$ cat src/rtl/run_controller.sv
// Run sequencer for the accumulator core: holds the core in reset while idle, times a run
// after a host request, and arbitrates the data-memory write port between host and core.
module run_controller #(
  parameter int unsigned CYCLE_WIDTH    = 16,
  parameter int unsigned RESET_CYCLES   = 2,
  parameter int unsigned TIMEOUT_CYCLES = 4096,
  parameter int unsigned ADDR_WIDTH     = 8
) (
  input  logic                   clk,
  input  logic                   reset,
  input  logic                   req,
  output logic                   ack,
  output logic                   busy,
  output logic                   timed_out,
  output logic [CYCLE_WIDTH-1:0] cycle_count,
  output logic                   core_reset,
  input  logic                   core_done,
  input  logic                   host_we,
  input  logic [ADDR_WIDTH-1:0]  host_addr,
  input  logic [7:0]             host_wdata,
  output logic                   host_grant,
  output logic                   dm_we,
  output logic [ADDR_WIDTH-1:0]  dm_addr,
  output logic [7:0]             dm_wdata
);

  localparam int unsigned HoldWidth = (RESET_CYCLES < 2) ? 1 : $clog2(RESET_CYCLES + 1);
  localparam logic [HoldWidth-1:0]   HoldLoad   = HoldWidth'(RESET_CYCLES);
  localparam logic [CYCLE_WIDTH-1:0] TimeoutVal = CYCLE_WIDTH'(TIMEOUT_CYCLES);

  typedef enum logic [1:0] {
    StIdle,
    StHold,
    StRun,
    StFinish
  } state_e;

  state_e                 state_q, state_d;
  logic [HoldWidth-1:0]   hold_q, hold_d;
  logic [CYCLE_WIDTH-1:0] count_q, count_d;
  logic                   timed_out_q, timed_out_d;
  logic [CYCLE_WIDTH-1:0] count_inc;

  assign count_inc = count_q + CYCLE_WIDTH'(1);

  always_comb begin
    state_d     = state_q;
    hold_d      = hold_q;
    count_d     = count_q;
    timed_out_d = timed_out_q;
    unique case (state_q)
      StIdle: begin
        if (req) begin
          state_d     = StHold;
          hold_d      = HoldLoad;
          count_d     = '0;
          timed_out_d = 1'b0;
        end
      end
      StHold: begin
        // core_done is deliberately ignored while the core is still in reset
        hold_d = (hold_q == '0) ? '0 : hold_q - HoldWidth'(1);
        if (hold_q <= HoldWidth'(1)) begin
          state_d = StRun;
        end
      end
      StRun: begin
        // done takes priority over the increment that would hit the limit
        if (core_done) begin
          state_d = StFinish;
        end else begin
          count_d = count_inc;
          if (count_inc == TimeoutVal) begin
            state_d     = StFinish;
            timed_out_d = 1'b1;
          end
        end
      end
      StFinish: begin
        if (!req) begin
          state_d = StIdle;
        end
      end
      default: state_d = StIdle;
    endcase
  end

  always_ff @(posedge clk) begin
    if (!reset) begin
      state_q     <= StIdle;
      hold_q      <= '0;
      count_q     <= '0;
      timed_out_q <= 1'b0;
    end else begin
      state_q     <= state_d;
      hold_q      <= hold_d;
      count_q     <= count_d;
      timed_out_q <= timed_out_d;
    end
  end

  always_comb begin
    ack        = (state_q == StFinish);
    busy       = (state_q == StHold) || (state_q == StRun);
    core_reset = (state_q != StRun);
    host_grant = (state_q == StIdle) || (state_q == StFinish);
  end

  assign timed_out   = timed_out_q;
  assign cycle_count = count_q;

  // Host writes outside the grant window are dropped; address/data pass through regardless
  assign dm_we    = host_grant & host_we;
  assign dm_addr  = host_addr;
  assign dm_wdata = host_wdata;

endmodule

$ cat config.mk
export PLATFORM = sky130hd
export DESIGN_NAME = run_controller
export DESIGN_NICKNAME = d
export VERILOG_FILES = /design/src/rtl/run_controller.sv
export SDC_FILE = /design/constraint.sdc
export NUM_CORES = 1
export LEC_CHECK = 0
export BUFFER_PORTS_ARGS = -buffer_cell sky130_fd_sc_hd__buf_2
export CORE_UTILIZATION = 42
export CTS_BUF_LIST = sky130_fd_sc_hd__clkbuf_8
export CTS_CLUSTER_SIZE = 24
export DETAILED_ROUTE_END_ITERATION = 10
export GPL_TIMING_DRIVEN = 0
export PLACE_DENSITY = 0.8
export SYNTH_ARGS = -nofsm -noshare
export SYNTH_HDL_FRONTEND = slang
export SYNTH_SLANG_ARGS = --single-unit
$ cat constraint.sdc
create_clock -name clk -period 4.9 [get_ports clk]
set_clock_uncertainty 0.1 [all_clocks]
set_input_delay 1.225 -clock clk [delete_from_list [all_inputs] [get_ports clk]]
set_output_delay 1.225 -clock clk [all_outputs]
set_load 0.02 [all_outputs]
==> metrics.csv, run 1 <==
stage,metric,value,unit
outcome,status,"finished, final reports clean",
critical_path,Worst R2R Start,cycle_count[0]$_SDFFE_PN0P_,
clock_network,PostCTS Resize Cnt,0,
sta,final number of setup-violating endpoints,0,
sta,Relative slew margins,67.7,%
sta,worst-margin pin slew,485,ps
sta,max-slew violations,0,
floorplanning,Die ar.,3940,um^2
synthesis,Post-Synth Simple-Gate Area,30.0,%
critical_path,R2R Setup Slk,2600,ps
synthesis,Netlist cell types,45,
critical_path,CP Capture Type,output pin,
drt,Via density,5.26,
synthesis,#FFs+latches synth,21,
critical_path,crit-path max FO,1,
sta,Final Hold Viols,0,
clock_network,Post-CTS Hold Buffers,0,
min_path,Hold Path Class,flop to flop,
synthesis,Avg Inst Size Synth,7.82,um^2
floorplanning,Starting Density,45.0,%
sta,Final Critical Period,2910,ps
critical_path,CP bufs+invs,2,
place,Final HPWL DP,2620,um
floorplanning,die span in y,62.7,um
global_routing,first-pass GRT wire length,5760,um
drt,initial DRC count,55,
critical_path,"Req. time, crit path",3580,ps
clock_network,post-CTS setup buffer count,0,
floorplanning,Die X,62.7,um
drt,post-route ant nets,0,
critical_path,CP max stage cell,buf_2,
cells_and_area,layout cells sized above 1,32.4,%
global_routing,met1 Use GR,23.9,%
sta,max frequency,0.344,GHz
global_routing,GR peak layer,met2,
place,Placer Congestion,0.838,
min_path,hold depth,1,
floorplanning,IO Count,59,
min_path,Hold EP,timed_out$_SDFFE_PN0P_,
synthesis,syn nets,225,
drt,final wirelength,3560,um
synthesis,Post-Synth Adder-Cell Area,4.85,%
clock_network,clock latency on the worst-skew pair,270,ps
clock_network,Max H-tree Level,1,
critical_path,"Largest delay share family, worst path",buffers and inverters,
sta,setup TNS,0,ps
power,VDD IR max,0.227,mV
place,port bufs,42,
drt,Vias,1524,
clock_network,clk root buf,clkbuf_8,
synthesis,Synth Area in Compound Gates,22.1,%
synthesis,Synth Area in XOR/XNOR,1.70,%
critical_path,startpoint types,input pin,
synthesis,sequential area share after synthesis,27.1,%
global_routing,met2 Track Usage GR,29.5,%
floorplanning,Row Count,21,
synthesis,synthesized area,1550,um^2
drt,DRT Pass-1 Iters,4,
critical_path,Critical Path AT,1590,ps
global_routing,GRT overflow,0,
min_path,worst hold start,timed_out$_SDFFE_PN0P_,
cells_and_area,nets@finish,272,
cells_and_area,"most common cell after layout, fill and taps aside",buf_2,
power,LEAKAGE,0.850,nW
cells_and_area,fin util,54.1,%
cells_and_area,Area Growth Syn to Fin,20.2,%
flow_run,max cap viols,0,
critical_path,worst reg2reg path depth,8,
global_routing,met3 GRT Util,2.55,%
synthesis,Synth Flop Type,dfxtp_1,
global_routing,initial antenna violation count,0,
critical_path,most frequent CP cell,buf_2,
synthesis,main combinational cell family by area after synthesis,simple AND/OR/NAND/NOR gates,
cells_and_area,number of diodes,0,
critical_path,FF-to-FF End,state_q[1]$_SDFFE_PN0P_,
clock_network,clock sinks,21,
global_routing,vias in the first global route,1304,
critical_path,critical path class,input pin to output pin,
floorplanning,Core ar.,3440,um^2
synthesis,asr flop ratio synth,0,%
global_routing,largest net degree at the start of global routing,12,
global_routing,aggregate global-route resource usage,18.6,%
sta,RSZ-0062 raised after global routing,no,
clock_network,clock slew at reported path FFs,70,ps
cells_and_area,"leading cell types in the layout, fill and taps excluded","47 x buf_2, 21 x dfxtp_1, 18 x buf_4, 16 x nor2_1, 15 x o21ai_0",
synthesis,post-synthesis mux area share,1.29,%
sta,fraction of the cycle the final worst path needs,59.4,%
drt,# DRC,0,
clock_network,CTS tree,done,
synthesis,Syn Inst Count,198,
drt,routed len/inst,12.3,um
critical_path,CP peak stage delay,150,ps
synthesis,Post-synth EDFFs,0,
synthesis,yosys warns,0,
clock_network,CTS Buffer Depth,2,
power,Pwr Density,270,nW/um^2
critical_path,worst-path cell chain,"buf_2, nor2b_1, buf_2",
clock_network,Num CTS Buffers,3,
## final cells by class
| type | count | area, um^2 |
|---|---|---|
| buffer | 29 | 183 |
| clock buffer | 3 | 41.3 |
| clock inverter | 1 | 3.75 |
| fill | 367 | 1580 |
| inverter | 5 | 18.8 |
| multi-input combinational | 143 | 927 |
| sequential | 21 | 420 |
| tap | 46 | 57.6 |
| timing repair buffer | 42 | 210 |
## registers in the layout, summed over array words and instances (netlist names)
name,count
hold_q,2
timed_out,1
cycle_count,16
state_q,2
## cell usage after synthesis (2+ instances only)
cell      number  area share (%)
a21oi_1       13             4.2
nor2b_1        9             3.6
nand3_1        9             2.9
nor2_1        16             3.9
inv_1          5             1.2
buf_4         18             8.7
ha_1           6             4.8
xnor2_1        3             1.7
or2_1          2            0.81
nor3_1         6             1.9
dfxtp_1       21              27
a31oi_1        4             1.6
o21ai_0       15             4.8
clkbuf_1       6             1.5
buf_2          5             1.6
a21boi_0       4             1.9
nand4_1        3             1.2
and2_1         5             2.0
nor4_1         3             1.2
mux2i_1        2             1.3
nand2b_1       2            0.81
nand2_1       14             3.4
o211a_1        3             1.9
nand4_4        2             2.7
o211ai_1       2            0.97
## per-stage QoR
| step | instance area (um^2) | power (mW) | worst slack [ps] | hold slack [ps] | instances |
|---|---|---|---|---|---|
| final | 1860 | 0.502 | 1990 | 410 | 290 |
| after global routing | 1860 | 0.540 | 1970 | 426 | 290 |
| after CTS | 1860 | 0.507 | 1980 | 410 | 290 |
| after detailed placement | 1820 | 0.390 | 1980 | 386 | 286 |
| after global placement | 1820 | 0.385 | 2000 | 382 | 286 |
| after floorplan | 1550 | 0.339 | 2020 | 366 | 198 |
## where the power goes
group | switching [mW] | total, mW | internal, mW
Sequential | 0.0120 | 0.194 | 0.182
Clock | 0.0594 | 0.115 | 0.0560
Combinational | 0.121 | 0.193 | 0.0719
Total | 0.192 | 0.502 | 0.310
## worst max path at each step
stage	slack [ps]	depth (start not counted)	start	end
after floorplan	2020	1	host_we	dm_we
after global placement	2000	3	host_we	dm_we
after detailed placement	1980	3	host_we	dm_we
after CTS	1980	3	host_we	dm_we
after global routing	1970	3	host_we	dm_we
final	1990	3	host_we	dm_we
## logic make-up after synthesis
| logic type | count (synthesis) |
|---|---|
| xor+xnor | 3 |
| fa+ha+maj | 6 |
| buf+inv | 34 |
| flops | 21 |
| simple gates | 80 |
| mux | 2 |
| compound gates | 52 |
## layer usage
metal / wire [um] / vias to the layer above
met2: 1690 / 52
met1: 1650 / 689
met3: 159 / 5
met5: 0 / -
met4: 57 / 0
li1: - / 778
## worst reg2reg max path, delay by kind of cell, from the launching register on
kind            cells  cell delay, ps
simple gates        3             510
flops               1             500
mux                 1             190
fa+ha+maj           1             280
compound gates      2             440
buf+inv             1             220
Note: power is estimated with default switching activity, not from simulation.
==> run 2, diff against run 1 <==
--- a/config.mk
+++ b/config.mk
@@ -11,7 +11,7 @@
 export CTS_CLUSTER_SIZE = 24
 export DETAILED_ROUTE_END_ITERATION = 10
 export GPL_TIMING_DRIVEN = 0
-export PLACE_DENSITY = 0.8
+export PLACE_DENSITY = 0.83
 export SYNTH_ARGS = -nofsm -noshare
 export SYNTH_HDL_FRONTEND = slang
 export SYNTH_SLANG_ARGS = --single-unit
==> constraint.sdc (replaced) <==
create_clock -name clk -period 2.5 [get_ports clk]
set_clock_uncertainty 0.1 [all_clocks]
set_input_delay 0.625 -clock clk [delete_from_list [all_inputs] [get_ports clk]]
set_output_delay 0.625 -clock clk [all_outputs]
set_load 0.02 [all_outputs]
==> run 2 against run 1 <==
First-iteration DRC count rose by 49%. Sequential cell count did not move. Sequential share of layout area did not move. Die area did not move. Sequential power rose by 96%. Via count fell by 0.13%. Critical endpoint is now cycle_count[10]$_SDFFE_PN0P_. Cell count did not move. Count of clock-buffer cells in the layout did not move. Utilization did not move. Setup slack got worse by 1800 ps. Total power rose by 94%. Global-route usage fell by 0.80 points.
==> metrics.csv, run 2 (synthesis gave the netlist of run 1 again) <==
stage,metric,value,unit
clock_network,CTS Buffer Depth,2,
power,LEAKAGE,0.850,nW
drt,routed len/inst,12.1,um
critical_path,worst-path cell chain,"inv_1, ha_1, nor2b_1, or2_1, buf_2, buf_2, a21oi_1, o21ai_0, a21boi_0",
sta,final number of setup-violating endpoints,0,
sta,max-slew violations,0,
global_routing,GRT overflow,0,
cells_and_area,"leading cell types in the layout, fill and taps excluded","47 x buf_2, 21 x dfxtp_1, 18 x buf_4, 16 x nor2_1, 15 x o21ai_0",
global_routing,initial antenna violation count,0,
sta,Relative slew margins,67.3,%
cells_and_area,max reg flops,16,
clock_network,Num CTS Buffers,3,
clock_network,post-CTS setup buffer count,0,
global_routing,met1 Use GR,22.2,%
min_path,hold depth,2,
sta,setup TNS,0,ps
cells_and_area,layout cells sized above 1,32.4,%
critical_path,Worst R2R Start,state_q[0]$_SDFFE_PN0P_,
critical_path,worst reg2reg path depth,9,
place,Placer Congestion,0.862,
critical_path,crit-path max FO,10,
critical_path,FF-to-FF End,cycle_count[10]$_SDFFE_PN0P_,
cells_and_area,"most common cell after layout, fill and taps aside",buf_2,
critical_path,most frequent CP cell,buf_2,
cells_and_area,Area Growth Syn to Fin,20.2,%
drt,final wirelength,3500,um
min_path,Hold EP,hold_q[0]$_SDFFE_PN0P_,
global_routing,vias in the first global route,1321,
drt,Via density,5.25,
floorplanning,IO Count,59,
outcome,status,"finished, final reports clean",
sta,worst-margin pin slew,490,ps
place,port bufs,42,
critical_path,"Req. time, crit path",2540,ps
sta,RSZ-0062 raised after global routing,no,
drt,Vias,1522,
place,Placed Cells incl. Taps,286,
critical_path,CP Capture Type,flop,
clock_network,CTS tree,done,
floorplanning,Starting Density,45.0,%
critical_path,CP max stage cell,dfxtp_1,
sta,Final Critical Period,2290,ps
floorplanning,die span in y,62.7,um
cells_and_area,number of diodes,0,
clock_network,Max H-tree Level,1,
critical_path,CP peak stage delay,340,ps
place,Final HPWL DP,2570,um
floorplanning,Die ar.,3940,um^2
critical_path,startpoint types,flop,
power,Pwr Density,524,nW/um^2
cells_and_area,nets@finish,272,
flow_run,max cap viols,0,
clock_network,clock latency on the worst-skew pair,260,ps
global_routing,largest net degree at the start of global routing,12,
sta,Final Hold Viols,0,
min_path,worst hold start,hold_q[0]$_SDFFE_PN0P_,
global_routing,aggregate global-route resource usage,17.8,%
critical_path,Crit. Startpoint,state_q[0]$_SDFFE_PN0P_,
drt,post-route ant nets,0,
drt,# DRC,0,
drt,DRT Pass-1 Iters,4,
global_routing,met3 GRT Util,3.83,%
global_routing,GR peak layer,met2,
sta,fraction of the cycle the final worst path needs,91.7,%
clock_network,clock slew at reported path FFs,80,ps
critical_path,critical path class,flop to flop,
drt,initial DRC count,82,
clock_network,PostCTS Resize Cnt,0,
global_routing,first-pass GRT wire length,5710,um
critical_path,Critical Path AT,2330,ps
floorplanning,Row Count,21,
min_path,Hold Path Class,flop to flop,
power,VDD IR max,0.710,mV
cells_and_area,fin cells,290,
clock_network,clock sinks,21,
critical_path,R2R Setup Slk,210,ps
sta,max frequency,0.436,GHz
floorplanning,Die X,62.7,um
clock_network,Post-CTS Hold Buffers,0,
floorplanning,Core ar.,3440,um^2
global_routing,met2 Track Usage GR,30.8,%
clock_network,clk root buf,clkbuf_8,
run 2: cell counts in the layout (fill, tap and decap cells not counted):
Identical to the previous run, type by type.
run 2: critical path: cells and delay by family (launching register included):
| family | cells | cell delay [ps] |
|---|---|---|
| and+or+nand+nor | 2 | 540 |
| adders and majority gates | 1 | 230 |
| buffers and inverters | 3 | 600 |
| DFF | 1 | 340 |
| AOI/OAI and AO/OA | 3 | 360 |
run 2: how the worst max path moves through the flow:
stage	slack [ps]	depth (start not counted)	end
5_1_grt	9	8	cycle_count[14]$_SDFFE_PN0P_
6_report	210	9	cycle_count[10]$_SDFFE_PN0P_
2_1_floorplan	360	8	state_q[1]$_SDFFE_PN0P_
3_3_place_gp	260	8	cycle_count[3]$_SDFFE_PN0P_
3_5_place_dp	220	8	cycle_count[10]$_SDFFE_PN0P_
4_1_cts	220	8	state_q[1]$_SDFFE_PN0P_
run 2: metal layers:
metal | part of all wire, % | wire length [um] | up-vias
met2 | 46 | 1610 | 77
met1 | 43 | 1510 | 666
met3 | 10 | 361 | 2
met4 | 0.40 | 14 | 0
met5 | 0 | 0 | -
li1 | - | - | 777
run 2: metrics by stage:
step	utilization (%)	total power, mW	setup slack, ps	hold WS [ps]	instance area [um^2]
after floorplan	-	0.664	364	366	1550
after global placement	52.8	0.754	258	383	1820
after detailed placement	52.8	0.758	219	392	1820
after CTS	54.1	0.985	218	410	1860
after global routing	54.1	1.03	8.56	429	1860
final	54.1	0.976	207	412	1860
run 2: final cells by class:
class,instances,area (um^2)
timing repair buffer,42,210
inverter,5,18.8
clock buffer,3,41.3
fill,338,1580
sequential,21,420
multi-input combinational,143,927
buffer,29,183
clock inverter,1,3.75
tap,46,57.6
run 2: power by group:
group	switching [mW]	leakage [nW]	internal [mW]
Clock	0.114	0.0269	0.110
Sequential	0.0248	0.170	0.356
Combinational	0.231	0.653	0.140
==> run 3, diff against run 2 <==
--- a/config.mk
+++ b/config.mk
@@ -5,13 +5,14 @@
 export SDC_FILE = /design/constraint.sdc
 export NUM_CORES = 1
 export LEC_CHECK = 0
+export ABC_AREA = 1
 export BUFFER_PORTS_ARGS = -buffer_cell sky130_fd_sc_hd__buf_2
 export CORE_UTILIZATION = 42
 export CTS_BUF_LIST = sky130_fd_sc_hd__clkbuf_8
 export CTS_CLUSTER_SIZE = 24
 export DETAILED_ROUTE_END_ITERATION = 10
 export GPL_TIMING_DRIVEN = 0
-export PLACE_DENSITY = 0.83
+export PLACE_DENSITY = 0.81
 export SYNTH_ARGS = -nofsm -noshare
 export SYNTH_HDL_FRONTEND = slang
 export SYNTH_SLANG_ARGS = --single-unit
==> constraint.sdc (replaced) <==
create_clock -name clk -period 2.75 [get_ports clk]
set_clock_uncertainty 0.1 [all_clocks]
set_input_delay 0.1375 -clock clk [delete_from_list [all_inputs] [get_ports clk]]
set_output_delay 0.1375 -clock clk [all_outputs]
set_load 0.02 [all_outputs]
==> run 3 against run 2 <==
Global-route usage increased by 0.74 points. Routed wire length decreased by 10%. Combinational power about the same. Register-to-register slack improved by 390 ps. Non-clock buffer count decreased by 10. First-iteration DRC count decreased by 37%. Maximum frequency increased by 6.6%. Largest cell class unchanged. Via count decreased by 3.9%. Sequential share of layout area increased by 1.4 points. Synthesized cell count increased by 13%. Utilization increased by 1.5 points. Cell count increased by 8.3%.
==> metrics.csv, run 3 <==
stage,metric,value,unit
outcome,status,"finished, final reports clean",
synthesis,Avg Inst Size Synth,6.44,um^2
global_routing,GRT overflow,0,
drt,initial DRC count,52,
clock_network,CTS tree,done,
drt,routed len/inst,9.99,um
floorplanning,IO Count,59,
floorplanning,Die ar.,3670,um^2
clock_network,clock sinks,21,
global_routing,first-pass GRT wire length,5100,um
synthesis,Synth Flop Type,dfxtp_1,
critical_path,crit-path max FO,10,
synthesis,Syn Inst Count,224,
cells_and_area,max reg flops,16,
floorplanning,Core ar.,3150,um^2
place,Final HPWL DP,2480,um
clock_network,clock latency on the worst-skew pair,260,ps
cells_and_area,Area Growth Syn to Fin,21.5,%
critical_path,CP bufs+invs,0,
clock_network,CTS Buffer Depth,2,
global_routing,vias in the first global route,1205,
min_path,Hold Path Class,input pin to flop,
synthesis,yosys warns,0,
power,Pwr Density,521,nW/um^2
floorplanning,Row Count,20,
sta,final number of setup-violating endpoints,0,
sta,max-slew violations,0,
synthesis,Synth top area share,29.1,%
global_routing,met1 Use GR,23.0,%
cells_and_area,"most common cell after layout, fill and taps aside",nand2_1,
sta,Final Critical Period,2150,ps
global_routing,GR peak layer,met2,
floorplanning,Die X,60.6,um
place,pre-CTS setup slack,575,ps
drt,Vias,1462,
critical_path,startpoint types,flop,
cells_and_area,layout cells sized above 1,28.1,%
global_routing,aggregate global-route resource usage,18.5,%
drt,DRT Pass-1 Iters,4,
critical_path,"Req. time, crit path",2800,ps
synthesis,syn nets,251,
synthesis,asr flop ratio synth,0,%
power,Total Power,914,uW
critical_path,CP Capture Type,flop,
critical_path,Critical Path AT,2200,ps
sta,RSZ-0062 raised after global routing,no,
place,Placer Congestion,0.892,
clock_network,post-CTS setup buffer count,0,
power,LEAKAGE,0.830,nW
drt,post-route ant nets,0,
clock_network,Post-CTS Hold Buffers,0,
floorplanning,die span in y,60.6,um
critical_path,CP max stage cell,dfxtp_1,
clock_network,clk root buf,clkbuf_8,
drt,# DRC,0,
synthesis,sequential area share after synthesis,29.1,%
sta,hold slack,47.4,ps
synthesis,Netlist cell types,26,
global_routing,initial antenna violation count,0,
floorplanning,Starting Density,45.8,%
clock_network,Num CTS Buffers,3,
critical_path,"Largest delay share family, worst path",simple AND/OR/NAND/NOR gates,
clock_network,clock slew at reported path FFs,70,ps
global_routing,largest net degree at the start of global routing,12,
flow_run,max cap viols,0,
cells_and_area,nets@finish,298,
synthesis,"top cells by count, synth","68 x nand2_1, 22 x nor2_1, 21 x dfxtp_1, 20 x a21oi_1, 20 x inv_1",
synthesis,cell taking the most area after synthesis,dfxtp_1,
place,Placed Cells incl. Taps,310,
synthesis,dominant cells by area after synthesis,"dfxtp_1 29%, nand2_1 18%, buf_4 8.3%",
critical_path,critical path class,flop to flop,
power,VDD IR max,0.694,mV
critical_path,CP peak stage delay,520,ps
sta,max frequency,0.465,GHz
global_routing,met2 Track Usage GR,33.9,%
cells_and_area,"leading cell types in the layout, fill and taps excluded","68 x nand2_1, 43 x buf_2, 22 x nor2_1, 21 x inv_1, 21 x dfxtp_1",
clock_network,Max H-tree Level,1,
clock_network,PostCTS Resize Cnt,0,
sta,Relative slew margins,66.5,%
sta,worst setup margin,599,ps
sta,Final Hold Viols,0,
sta,setup TNS,0,ps
synthesis,cell with the most instances after synthesis,nand2_1,
critical_path,worst-path cell chain,"ha_1, nand3_1, nor2_1, nand4_1, nand2_1, nand2_1, nor2_1, nand3_2, nand2_2, nand3_1, nand2_1, nor2_1",
cells_and_area,fillcell total,328,
synthesis,#FFs+latches synth,21,
cells_and_area,number of diodes,0,
drt,final wirelength,3140,um
place,port bufs,42,
cells_and_area,fin cells,314,
synthesis,Post-synth EDFFs,0,
sta,fraction of the cycle the final worst path needs,78.2,%
drt,Via density,4.66,
sta,worst-margin pin slew,502,ps
global_routing,met3 GRT Util,3.84,%
synthesis,synthesized area,1440,um^2
## run 3: cell types whose count changed after synthesis, sizes merged, moves of 5 or more
| cell | before | now |
|---|---|---|
| buf | 23 | 18 |
| and2 | 5 | 0 |
| nor3 | 6 | 0 |
| clkbuf | 6 | 1 |
| nor2 | 16 | 27 |
| a21oi | 13 | 20 |
| nand3 | 9 | 18 |
| nand2 | 14 | 71 |
| inv | 5 | 22 |
| a21boi | 6 | 0 |
| o21ai | 17 | 4 |
| nor2b | 9 | 0 |
## run 3: report_power, final
group,switching [mW],total (mW),internal [mW]
registers,0.0259,0.352,0.326
clock network,0.0948,0.194,0.0993
logic,0.238,0.368,0.130
total,0.358,0.914,0.556
## run 3: through the flow
step | area (um^2) | util (%)
final | 1750 | 55.6
after global routing | 1750 | 55.6
after CTS | 1750 | 55.6
after detailed placement | 1710 | 54.2
after global placement | 1710 | 54.2
after floorplan | 1440 | -
## run 3: layout make-up
type / instances / area [um^2] / area share [%]
timing repair buffer: 42 / 210 / 12.0
tap: 44 / 55.1 / 3.14
multi-input combinational: 161 / 803 / 45.8
inverter: 23 / 86.3 / 4.93
clock buffer: 3 / 41.3 / 2.36
sequential: 21 / 420 / 24.0
clock inverter: 1 / 3.75 / 0.214
buffer: 19 / 133 / 7.57
## run 3: logic make-up after synthesis
kind of cell,count (synthesis),synth area share [%]
AO/OA/AOI/OAI,26,9.63
buffers and inverters,42,15.2
adder cells (fa/ha/maj),6,5.20
AND/OR/NAND/NOR,124,37.8
XOR/XNOR,5,3.04
flip-flops,21,29.1
## run 3: routing by layer
metal  vias to the layer above  share of wire, %
li1                        790                 -
met1                       627                46
met2                        43                48
met3                         2               5.0
met4                         0              0.32
met5                         -                 0
## run 3: worst min-delay path: stages
cell,delay (ps)
buf_2,130
nand2_1,60
nor2_1,30
## run 3: worst paths after layout
| kind | start | to | slack [ps] | cells past startpoint |
|---|---|---|---|---|
| max reg2reg | cycle_count[0]$_SDFFE_PN0P_ | state_q[0]$_SDFFE_PN0P_ | 600 | 12 |
| min | reset | state_q[1]$_SDFFE_PN0P_ | 50 | 3 |
| min reg2reg | hold_q[0]$_SDFFE_PN0P_ | hold_q[0]$_SDFFE_PN0P_ | 380 | 2 |
| max | cycle_count[0]$_SDFFE_PN0P_ | state_q[0]$_SDFFE_PN0P_ | 600 | 12 |
